### src/rtl/wb_block_copier.sv
// wb_block_copier: Wishbone pipelined master that copies a block of words
// between two regions of a dual-port RAM, one word (read then write) at a time.
module wb_block_copier #(
    parameter int AW = 9,
    parameter int DW = 32
) (
    input  logic          clk_i,
    input  logic          rst_n_i,
    input  logic          start_i,
    input  logic [AW-1:0] src_addr_i,
    input  logic [AW-1:0] dst_addr_i,
    input  logic [AW:0]   len_i,
    output logic          busy_o,
    output logic          done_o,
    output logic [AW:0]   words_done_o,
    output logic          wb_cyc_o,
    output logic          wb_stb_o,
    output logic [3:0]    wb_we_o,
    output logic [AW-1:0] wb_addr_o,
    output logic [DW-1:0] wb_data_o,
    input  logic [DW-1:0] wb_data_i,
    input  logic          wb_ack_i,
    input  logic          wb_stall_i
);

    typedef enum logic [2:0] {
        IDLE,
        RD_REQ,
        RD_WAIT,
        WR_REQ,
        WR_WAIT,
        DONE
    } state_t;

    localparam logic [AW:0] MAX_LEN = {1'b1, {AW{1'b0}}};

    state_t        state;
    logic [AW-1:0] srcPtr;
    logic [AW-1:0] dstPtr;
    logic [AW:0]   lenReg;
    logic [AW:0]   clampedLen;
    logic [AW:0]   nextCount;
    logic [AW-1:0] nextSrc;

    // Length clamp and next-word arithmetic (pointers wrap modulo 2^AW)
    always_comb begin
        clampedLen = (len_i > MAX_LEN) ? MAX_LEN : len_i;
        nextCount  = words_done_o + (AW+1)'(1);
        nextSrc    = srcPtr + AW'(1);
    end

    // Copy sequencer; every bus and status output is registered here.
    // wb_data_o doubles as the holding register for the word just read.
    always_ff @(posedge clk_i) begin
        if (!rst_n_i) begin
            state        <= IDLE;
            srcPtr       <= '0;
            dstPtr       <= '0;
            lenReg       <= '0;
            busy_o       <= 1'b0;
            done_o       <= 1'b0;
            words_done_o <= '0;
            wb_cyc_o     <= 1'b0;
            wb_stb_o     <= 1'b0;
            wb_we_o      <= '0;
            wb_addr_o    <= '0;
            wb_data_o    <= '0;
        end else begin
            case (state)
                IDLE: begin
                    done_o <= 1'b0;
                    if (start_i) begin
                        srcPtr       <= src_addr_i;
                        dstPtr       <= dst_addr_i;
                        lenReg       <= clampedLen;
                        words_done_o <= '0;
                        busy_o       <= 1'b1;
                        if (clampedLen == '0) begin
                            done_o <= 1'b1;
                            state  <= DONE;
                        end else begin
                            wb_cyc_o  <= 1'b1;
                            wb_stb_o  <= 1'b1;
                            wb_we_o   <= '0;
                            wb_addr_o <= src_addr_i;
                            state     <= RD_REQ;
                        end
                    end
                end
                RD_REQ: begin
                    if (!wb_stall_i) begin
                        wb_stb_o <= 1'b0;
                        state    <= RD_WAIT;
                    end
                end
                RD_WAIT: begin
                    if (wb_ack_i) begin
                        wb_data_o <= wb_data_i;
                        wb_stb_o  <= 1'b1;
                        wb_we_o   <= '1;
                        wb_addr_o <= dstPtr;
                        state     <= WR_REQ;
                    end
                end
                WR_REQ: begin
                    if (!wb_stall_i) begin
                        wb_stb_o <= 1'b0;
                        state    <= WR_WAIT;
                    end
                end
                WR_WAIT: begin
                    if (wb_ack_i) begin
                        words_done_o <= nextCount;
                        srcPtr       <= nextSrc;
                        dstPtr       <= dstPtr + AW'(1);
                        if (nextCount == lenReg) begin
                            wb_cyc_o <= 1'b0;
                            done_o   <= 1'b1;
                            state    <= DONE;
                        end else begin
                            wb_stb_o  <= 1'b1;
                            wb_we_o   <= '0;
                            wb_addr_o <= nextSrc;
                            state     <= RD_REQ;
                        end
                    end
                end
                DONE: begin
                    done_o <= 1'b0;
                    busy_o <= 1'b0;
                    state  <= IDLE;
                end
                default: state <= IDLE;
            endcase
        end
    end

endmodule
### config.mk
export PLATFORM = sky130hd
export DESIGN_NAME = wb_block_copier
export DESIGN_NICKNAME = d
export VERILOG_FILES = /design/src/rtl/wb_block_copier.sv
export SDC_FILE = /design/constraint.sdc
export NUM_CORES = 1
export LEC_CHECK = 0
export BUFFER_PORTS_ARGS = -buffer_cell sky130_fd_sc_hd__buf_2
export CORE_AREA = 2 2 84 118
export CTS_BUF_LIST = sky130_fd_sc_hd__clkbuf_4 sky130_fd_sc_hd__clkbuf_8 sky130_fd_sc_hd__clkbuf_16
export CTS_CLUSTER_DIAMETER = 80
export DETAILED_ROUTE_END_ITERATION = 16
export DIE_AREA = 0 0 86 120
export PLACE_DENSITY_LB_ADDON = 0.3
export RECOVER_POWER = 25
export SYNTH_ARGS = -nofsm -noshare
export SYNTH_HDL_FRONTEND = slang
export SYNTH_SLANG_ARGS = --single-unit
### constraint.sdc
create_clock -name clk_i -period 3 [get_ports clk_i]
set_input_delay 0 -clock clk_i [delete_from_list [all_inputs] [get_ports clk_i]]
set_output_delay 0 -clock clk_i [all_outputs]
set_load 0.01 [all_outputs]
==> results of run 1 <==
-- sequential cells by signal, indices dropped and copies added, names as in the netlist --
name          count
busy_o            1
done_o            1
dstPtr            9
lenReg           10
srcPtr            9
state             3
wb_addr_o         9
wb_cyc_o          1
wb_data_o        32
wb_stb_o          1
wb_we_o           1
words_done_o     10
-- through the flow --
stage          hold WS [ns]  total power, W
3_3_place_gp          0.251         0.00164
5_1_grt              0.0450         0.00294
3_5_place_dp          0.262         0.00166
6_report             0.0158         0.00282
2_1_floorplan         0.145         0.00152
4_1_cts             0.00556         0.00284
-- placed cells by master (no fill, tap or decap), drive strengths merged, types with 3 or more instances in the layout --
| cell type | synthesis | final |
|---|---|---|
| a21boi | 48 | 48 |
| a21oi | 23 | 23 |
| a22oi | 8 | 8 |
| a31oi | 10 | 10 |
| and2 | 8 | 8 |
| and3 | 8 | 8 |
| buf | 15 | 99 |
| clkbuf | 30 | 45 |
| dfxtp | 87 | 87 |
| dlygate4sd3 | 0 | 45 |
| ha | 3 | 3 |
| inv | 8 | 10 |
| mux2i | 10 | 10 |
| nand2 | 127 | 127 |
| nand2b | 3 | 3 |
| nand3 | 11 | 11 |
| nand3b | 11 | 11 |
| nand4 | 6 | 6 |
| nor2 | 23 | 23 |
| nor2b | 15 | 15 |
| nor3 | 15 | 15 |
| nor3b | 10 | 10 |
| nor4 | 3 | 3 |
| o21ai | 33 | 33 |
| o31ai | 3 | 3 |
| or3 | 3 | 3 |
| or4 | 4 | 4 |
| xnor2 | 14 | 14 |
| xor2 | 8 | 8 |
-- kinds of logic after synthesis --
kind of cell,after synthesis
AOI/OAI and AO/OA,147
adders and majority gates,3
buffers and inverters,53
DFF,87
and+or+nand+nor,251
muxes,10
xor gates and xnor gates,22
-- worst min path at each step --
stage	start	to	slack [ns]	depth (start not counted)
2_1_floorplan	wb_data_i[15]	wb_data_o[15]	0.14	2
3_3_place_gp	wb_data_i[25]	wb_data_o[25]	0.25	3
5_1_grt	len_i[9]	lenReg[9]	0.04	3
4_1_cts	len_i[9]	lenReg[9]	0.006	3
6_report	len_i[9]	lenReg[9]	0.02	3
3_5_place_dp	wb_data_i[18]	wb_data_o[18]	0.26	3
-- final cells by class --
class                      instances  area (sq um)  area share [%]
multi-input combinational        433          2560            43.5
sequential                        87          1740            29.6
timing repair buffer             180          1110            18.9
clock buffer                       9           225            3.83
tap                              110           138            2.34
clock inverter                     7          80.1            1.36
inverter                           8          30.0           0.511
-- power groups by stage --
stage               sequential, W  combinational, W  clock, W
finish                    0.00127          0.000407   0.00114
global route              0.00128          0.000453   0.00121
CTS                       0.00127          0.000409   0.00117
detailed placement        0.00129          0.000363         0
global placement          0.00129          0.000351         0
floorplan                 0.00129          0.000228         0
-- metal layers --
metal  share of wire [%]  global-route usage [%]  vias to the layer above
li1                    -                       -                     2277
met1                  39                    28.0                     2163
met2                  52                    43.0                      161
met3                 5.7                    5.23                       33
met4                 3.6                    12.6                        0
met5                   0                       0                        -
-- worst register-to-register path, cell delays in order (launching register included) --
cell and delay, ns:
dfxtp_1 0.42, ha_1 0.33, inv_1 0.13, or4_1 0.51, a31oi_1 0.21, o32ai_2 0.17
o31ai_2 0.24, buf_4 0.24, mux2i_1 0.21
-- repair_timing --
item / CTS / global route
hold buffers: 45 / 0
endpoints found under the hold margin: 45 / 0
setup endpoints to repair: 0 / 0
==> results.cfg, run 1 <==
[logic_synthesis]
synthFlopType = dfxtp_1
synth-xor-area-share_pct = 4.26
synth.ff_latch_count = 87
syn_inst = 573
synth_top_area_share_pct = 38.5
synth_enable_flop_cells = 0
synth-simple-area-share_pct = 27.2
ys_warn_count = 0
synth_common_cells = nand2_1 (126), dfxtp_1 (87), a21boi_0 (48)
seq_area_frac_synth_pct = 38.5
synth_cell_type_count = 58
synth_nets = 641
synth_compound_gate_area_share_pct = 21.8
synthArstFlopShare_pct = 0
yosysTopAreaCell = dfxtp_1
avgSynthCellArea_sq_um = 7.90
synthTopCellsByArea = dfxtp_1 (38%), nand2_1 (10%), a21boi_0 (8.0%), o21ai_0 (3.6%), xnor2_1 (2.7%)
synth_top_family_by_area = simple AND/OR/NAND/NOR gates
yosys.area_share.adder_pct = 0.829
netlist_area_sq_mm = 0.00453
synthMuxAreaShare_pct = 2.21
synth_most_common_cell = nand2_1

[timing]
max_slew_margin_pct = 51.5
fin_ws_ns = 0.478
clock.fmax_mhz = 396
rsz0062_at_grt = false
tns_ns = 0
tightest_slew_ns = 0.728
setup_viol = 0
clock_skew_ns = 0.00413
hold_viol_final = 0
min_period_over_period_pct = 84.1
finalMaxSlewViolations = 0
finalCriticalPeriod_ns = 2.52

[placement]
place_congestion = 0.950
dpl.hpwl_um = 8460
placed_area_sq_mm = 0.00517
dp.cells = 773
io_buffers = 123
place_ws_ns = 0.468

[critical_path]
cp_max_fo = 10
crit_path_start = words_done_o[1]
arrival_ns = 2.79
crit_family = compound AO/OA/AOI/OAI gates
r2r-end = wb_addr_o[3]
r2r_slack_ns = 0.48
path_cells = ha_1 > inv_1 > or4_1 > a31oi_1 > o32ai_2 > o31ai_2 > buf_4 > mux2i_1
crit_end = wb_addr_o[3]
setup.worst_path.class = flop to flop
rr_startpoint = words_done_o[1]
worst-path-stages = 8
r2r_cells = 8
cp_num_buf_inv = 2
crit_required_ns = 3.27
cp-end-kind = flop
slowest_delay_ns = 0.51
worstSetupStartpointType = flop
crit_slowest_cell = or4_1

[finish]
fill_cells = 834
final_util_pct = 63.2
antenna_cells = 0
drive_gt1_share_pct = 17.7
final_area_sq_mm = 0.00588
final_cells = 834
nNetsFinal = 787
syn2layout_area_growth_pct = 30.0

[cts]
postCtsSetupRepairBufs = 0
root_buffer = clkbuf_16
cts_sinks = 87
clock_latency_ns = 0.35
cts_tree = yes
cts_buffer_depth = 2
numCtsBuffers = 9
clkTransAtPathRegs_ns = 0.06
cts-resized-gates = 0
cts_htree_levels = 3

[route]
vias_per_cell = 5.56
vias = 4634
drt-total-wl_um = 12600
drc = 0
dr.pass1.iters = 4
wl_per_cell_um = 15.1
drtIter0Drc = 217
final_antenna_net_count = 0

[die]
die_w_um = 86
num_rows = 42
io_pins = 124
coreArea_sq_mm = 0.00930
die_h_um = 120
dieArea_sq_mm = 0.0103
start_util_pct = 48.7

[pwr]
power_density_mw_per_mm2 = 479
ir_drop_mv = 0.351
swShare_pct = 26.7
p_leak_nw = 2.33
seq_power_share_pct = 45.0
internal-power_w = 0.00207
p_switching_w = 0.000754
pwr-share-comb_pct = 14.5
clkPwrFrac_pct = 40.5

[global_routing]
grt_pass1_vias = 4518
antenna_found_initial = 0
grt_pass1_wl_um = 20500
grt_usage_pct = 24.7
grt_max_degree = 51
overflow = 0

[job]
cap_viol_max_count = 0

[min_path]
min_path_type = input pin to flop

[status]
status = complete, no violations
No activity file was read; power rests on OpenSTA's default activity.
==> inputs of run 2 (changes only) <==
--- a/config.mk
+++ b/config.mk
@@ -6,11 +6,11 @@
 export NUM_CORES = 1
 export LEC_CHECK = 0
 export BUFFER_PORTS_ARGS = -buffer_cell sky130_fd_sc_hd__buf_2
-export CORE_AREA = 2 2 84 118
+export CORE_AREA = 2 2 86 120
 export CTS_BUF_LIST = sky130_fd_sc_hd__clkbuf_4 sky130_fd_sc_hd__clkbuf_8 sky130_fd_sc_hd__clkbuf_16
 export CTS_CLUSTER_DIAMETER = 80
 export DETAILED_ROUTE_END_ITERATION = 16
-export DIE_AREA = 0 0 86 120
+export DIE_AREA = 0 0 88 122
 export PLACE_DENSITY_LB_ADDON = 0.3
 export RECOVER_POWER = 25
 export SYNTH_ARGS = -nofsm -noshare
==> constraint.sdc (replaced) <==
create_clock -name clk_i -period 2.1 [get_ports clk_i]
set_input_delay 0 -clock clk_i [delete_from_list [all_inputs] [get_ports clk_i]]
set_output_delay 0 -clock clk_i [all_outputs]
set_load 0.01 [all_outputs]
==> results.cfg, run 2 (synthesis gave the netlist of run 1 again) <==
[status]
status = complete, but fails checks
violations = negative setup slack

[finish]
antenna_cells = 0
layout_common_cells = nand2_1 (126), buf_2 (91), dfxtp_1 (79)
largest_register_ffs = 32
nNetsFinal = 826
final_common_cell = nand2_1
largestRegisters = wb_data_o x32, lenReg x10, words_done_o x10
drive_gt1_share_pct = 25.3
syn2layout_area_growth_pct = 41.5
top_register = wb_data_o
fill_cells = 783
final_area_sq_mm = 0.00640

[timing]
clock_skew_ns = 0.00800
fin_hold_ws_ns = 0.0101
hold_viol_final = 0
min_period_over_period_pct = 104
fin_ws_ns = -0.0792
rsz0062_at_grt = true
tns_ns = -0.604
max_slew_margin_pct = 50.8
clock.fmax_mhz = 459
finalCriticalPeriod_ns = 2.18
setup_viol = 11
tightest_slew_ns = 0.737
finalMaxSlewViolations = 0

[pwr]
p_switching_w = 0.00108
clkPwrFrac_pct = 41.3
power_density_mw_per_mm2 = 652
swShare_pct = 25.8
ir_drop_mv = 0.499
p_leak_nw = 2.62
seq_power_share_pct = 43.2
pwr-share-comb_pct = 15.5
internal-power_w = 0.00310

[global_routing]
overflow = 0
grt_max_degree = 47
grt_usage_pct = 25.1
antenna_found_initial = 0
grt_use_met2_pct = 42.0
grt_pass1_wl_um = 21600
busiest_layer = met2
grt_util_met3_pct = 5.89
grt_pass1_vias = 4677
grt_util_met1_pct = 30.1

[placement]
io_buffers = 123
place_congestion = 0.899
placed_area_sq_mm = 0.00542
dpl.hpwl_um = 8820

[cts]
clkTransAtPathRegs_ns = 0.07
cts_tree = yes
numCtsBuffers = 9
clock_latency_ns = 0.34
root_buffer = clkbuf_16
cts_buffer_depth = 2
cts_htree_levels = 3
cts_sinks = 87

[critical_path]
crit_slowest_cell = or4_4
arrival_ns = 2.44
cp_max_fo = 6
setup.worst_path.class = flop to flop
slowest_delay_ns = 0.48
cp-end-kind = flop
worstSetupStartpointType = flop
path_cells = ha_4 > inv_2 > or4_4 > a31oi_4 > o32ai_4 > o31ai_4 > buf_6 > mux2i_1
crit_required_ns = 2.37

[die]
coreArea_sq_mm = 0.00974
dieArea_sq_mm = 0.0107
start_util_pct = 46.5
die_w_um = 88
io_pins = 124
num_rows = 43
die_h_um = 122

[route]
vias_per_cell = 5.39
dr.pass1.iters = 5
drtIter0Drc = 231
vias = 4839
drc = 0
wl_per_cell_um = 15.0
drt-total-wl_um = 13400
final_antenna_net_count = 0

[job]
cap_viol_max_count = 0

[min_path]
min_path_type = input pin to flop
-- run 2: worst paths after layout --
check                                startpoint            end  slack (ns)  depth (start not counted)
worst min-delay path              dst_addr_i[1]      dstPtr[1]        0.01                          4
worst max-delay path            words_done_o[1]   wb_addr_o[4]       -0.08                          8
worst min register to register    wb_data_o[30]  wb_data_o[30]        0.46                          2
worst max register to register  words_done_o[1]   wb_addr_o[4]       -0.08                          8
-- run 2: what timing repair did --
item | 4_1_cts | 5_1_grt
buffers inserted | 3 | 9
gates cloned | 1 | 0
hold buffers | 46 | 0
resized for setup | 17 | 18
pin swaps | 1 | 13
endpoints found under the hold margin | 46 | 0
setup endpoints to repair | 11 | 13
-- run 2: stage by stage --
step / utilization [%] / setup slack (ns) / cells / power (W)
after floorplan: - / 0.00242 / 573 / 0.00216
after global placement: 55.7 / -0.0179 / 823 / 0.00236
after detailed placement: 55.7 / -0.105 / 823 / 0.00238
after CTS: 64.8 / -0.0792 / 889 / 0.00419
after global routing: 65.8 / -0.187 / 898 / 0.00436
final: 65.8 / -0.0792 / 898 / 0.00417
-- run 2: layout make-up --
cell class                      instances  area (sq um)  share of cell area [%]
Clock inverter                          7          96.3                    1.50
Tap cell                              135           169                    2.64
Multi-Input combinational cell        433          2690                    42.0
Clock buffer                            9           225                    3.52
Timing Repair Buffer                  219          1440                    22.5
Inverter                                8          30.0                   0.469
Sequential cell                        87          1760                    27.4
-- run 2: power groups by stage --
stage / sequential (W) / combinational (W) / clock, W
after detailed placement: 0.00184 / 0.000540 / 0
after floorplan: 0.00184 / 0.000326 / 0
final: 0.00180 / 0.000648 / 0.00172
after global placement: 0.00183 / 0.000524 / 0
after CTS: 0.00180 / 0.000631 / 0.00175
after global routing: 0.00182 / 0.000715 / 0.00183
-- run 2: layer usage --
metal | vias to the layer above | part of all wire (%)
met3 | 33 | 6.5
li1 | 2355 | -
met1 | 2261 | 40
met5 | - | 0
met2 | 190 | 50
met4 | 0 | 2.7
-- run 2: critical path: cells and delay by family, from the launching register on --
kind                     cells  cell delay [ns]
adder cells (fa/ha/maj)      1             0.18
flip-flops                   1             0.37
buffers and inverters        2             0.23
multiplexers                 1             0.19
AO/OA/AOI/OAI                3             0.65
AND/OR/NAND/NOR              1             0.48
==> inputs of run 3 (changes only) <==
--- a/config.mk
+++ b/config.mk
@@ -5,12 +5,13 @@
 export SDC_FILE = /design/constraint.sdc
 export NUM_CORES = 1
 export LEC_CHECK = 0
+export ABC_CLOCK_PERIOD_IN_PS = 2560
 export BUFFER_PORTS_ARGS = -buffer_cell sky130_fd_sc_hd__buf_2
-export CORE_AREA = 2 2 86 120
+export CORE_AREA = 2 2 84 118
 export CTS_BUF_LIST = sky130_fd_sc_hd__clkbuf_4 sky130_fd_sc_hd__clkbuf_8 sky130_fd_sc_hd__clkbuf_16
 export CTS_CLUSTER_DIAMETER = 80
 export DETAILED_ROUTE_END_ITERATION = 16
-export DIE_AREA = 0 0 88 122
+export DIE_AREA = 0 0 86 120
 export PLACE_DENSITY_LB_ADDON = 0.3
 export RECOVER_POWER = 25
 export SYNTH_ARGS = -nofsm -noshare
==> constraint.sdc (replaced) <==
create_clock -name clk_i -period 2.56 [get_ports clk_i]
set_input_delay 0 -clock clk_i [delete_from_list [all_inputs] [get_ports clk_i]]
set_output_delay 0 -clock clk_i [all_outputs]
set_load 0.01 [all_outputs]
==> results.cfg, run 3 (synthesis gave the netlist of run 1 again) <==
[finish]
final_util_pct = 64.3
syn2layout_area_growth_pct = 32.1
largestRegisters = wb_data_o x32, lenReg x10, words_done_o x10
layout_common_cells = nand2_1 (126), dfxtp_1 (87), buf_2 (87)
drive_gt1_share_pct = 18.9
largest_register_ffs = 32
final_common_cell = nand2_1
antenna_cells = 0
nNetsFinal = 794
top_register = wb_data_o

[job]
cap_viol_max_count = 0

[critical_path]
crit_required_ns = 2.82
arrival_ns = 2.65
crit_family = compound AO/OA/AOI/OAI gates
crit_slowest_cell = or4_1
path_cells = ha_2 > inv_1 > or4_1 > a31oi_1 > o32ai_2 > o31ai_2 > buf_4 > mux2i_1
r2r_slack_ns = 0.17
setup.worst_path.class = flop to flop
rr_startpoint = words_done_o[1]
cp_num_buf_inv = 2
slowest_delay_ns = 0.50
cp_max_fo = 10
cp-end-kind = flop
worstSetupStartpointType = flop
r2r-end = wb_addr_o[2]
r2r_cells = 8

[global_routing]
grt_pass1_vias = 4603
grt_usage_pct = 25.0
antenna_found_initial = 0
overflow = 0
grt_pass1_wl_um = 20800
grt_max_degree = 71

[timing]
tns_ns = 0
min_period_over_period_pct = 93.3
clock_skew_ns = 0.00560
tightest_slew_ns = 0.882
rsz0062_at_grt = false
finalCriticalPeriod_ns = 2.39
clock.fmax_mhz = 419
setup_viol = 0
max_slew_margin_pct = 41.0
hold_viol_final = 0
fin_hold_ws_ns = 0.0140
finalMaxSlewViolations = 0
fin_ws_ns = 0.172

[pwr]
power_density_mw_per_mm2 = 568
ir_drop_mv = 0.427
p_leak_nw = 2.39

[route]
final_antenna_net_count = 0
wl_per_cell_um = 15.2
dr.pass1.iters = 4
drtIter0Drc = 186
vias_per_cell = 5.61
vias = 4717
drt-total-wl_um = 12800
drc = 0

[cts]
cts_buffer_depth = 2
cts_htree_levels = 3
clock_latency_ns = 0.34
postCtsSetupRepairBufs = 0
numCtsBuffers = 9
root_buffer = clkbuf_16
cts_tree = yes
clkTransAtPathRegs_ns = 0.06
cts_sinks = 87

[placement]
io_buffers = 123
dpl.hpwl_um = 8510
place_congestion = 0.917
place_ws_ns = 0.0810

[die]
io_pins = 124
num_rows = 42
start_util_pct = 48.7
dieArea_sq_mm = 0.0103
coreArea_sq_mm = 0.00930
die_h_um = 120
die_w_um = 86

[min_path]
whs_path_depth = 3
min_path_type = input pin to flop
hp-start = len_i[9]
whs_endpoint = lenReg[9]

[status]
status = complete, no violations
run 3: cell type report:
cell class | instances | area, sq um
timing repair buffer | 187 | 1180
inverter | 8 | 30.0
fill | 837 | 3320
multi-input combinational | 433 | 2570
tap | 110 | 138
clock inverter | 7 | 96.3
clock buffer | 9 | 225
sequential | 87 | 1740
run 3: worst max path at each step:
stage                    start            to  slack, ns  cells past startpoint
2_1_floorplan  words_done_o[0]  wb_addr_o[0]       0.20                      9
3_3_place_gp   words_done_o[0]  wb_addr_o[5]       0.20                      8
3_5_place_dp   words_done_o[1]  wb_addr_o[2]       0.08                      8
4_1_cts        words_done_o[1]  wb_addr_o[2]       0.08                      8
5_1_grt        words_done_o[0]  wb_addr_o[0]       0.02                      8
6_report       words_done_o[1]  wb_addr_o[2]       0.17                      8
run 3: through the flow:
step	area [sq um]	total power [W]	instances
floorplan	4530	0.00178	573
global placement	5240	0.00194	780
detailed placement	5240	0.00195	780
CTS	6010	0.00342	841
global route	5980	0.00354	841
finish	5980	0.00339	841
run 3: per-layer routing:
metal | vias up | GRT usage (%) | share of wire [%]
met5 | - | 0 | 0
met4 | 0 | 14.5 | 3.7
met3 | 42 | 4.33 | 5.0
met2 | 165 | 44.4 | 52
met1 | 2218 | 27.4 | 39
li1 | 2292 | - | -
run 3: where the power goes:
group | internal (W) | switching (W) | leakage (nW) | total, W
Clock | 0.000858 | 0.000559 | 0.160 | 0.00142
Sequential | 0.00142 | 0.0000635 | 0.708 | 0.00148
Combinational | 0.000241 | 0.000251 | 1.52 | 0.000492
run 3: worst reg2reg max path, stage by stage, from the launching register on:
cell and delay (ns):
dfxtp_1 0.34, ha_2 0.26, inv_1 0.10, or4_1 0.50
a31oi_1 0.22, o32ai_2 0.16, o31ai_2 0.27, buf_4 0.25
mux2i_1 0.22
run 3: repair_timing:
action	CTS	global route
endpoints found under the hold margin	45	0
setup endpoints to repair	0	9
hold buffers	45	0
gates resized for setup	0	3
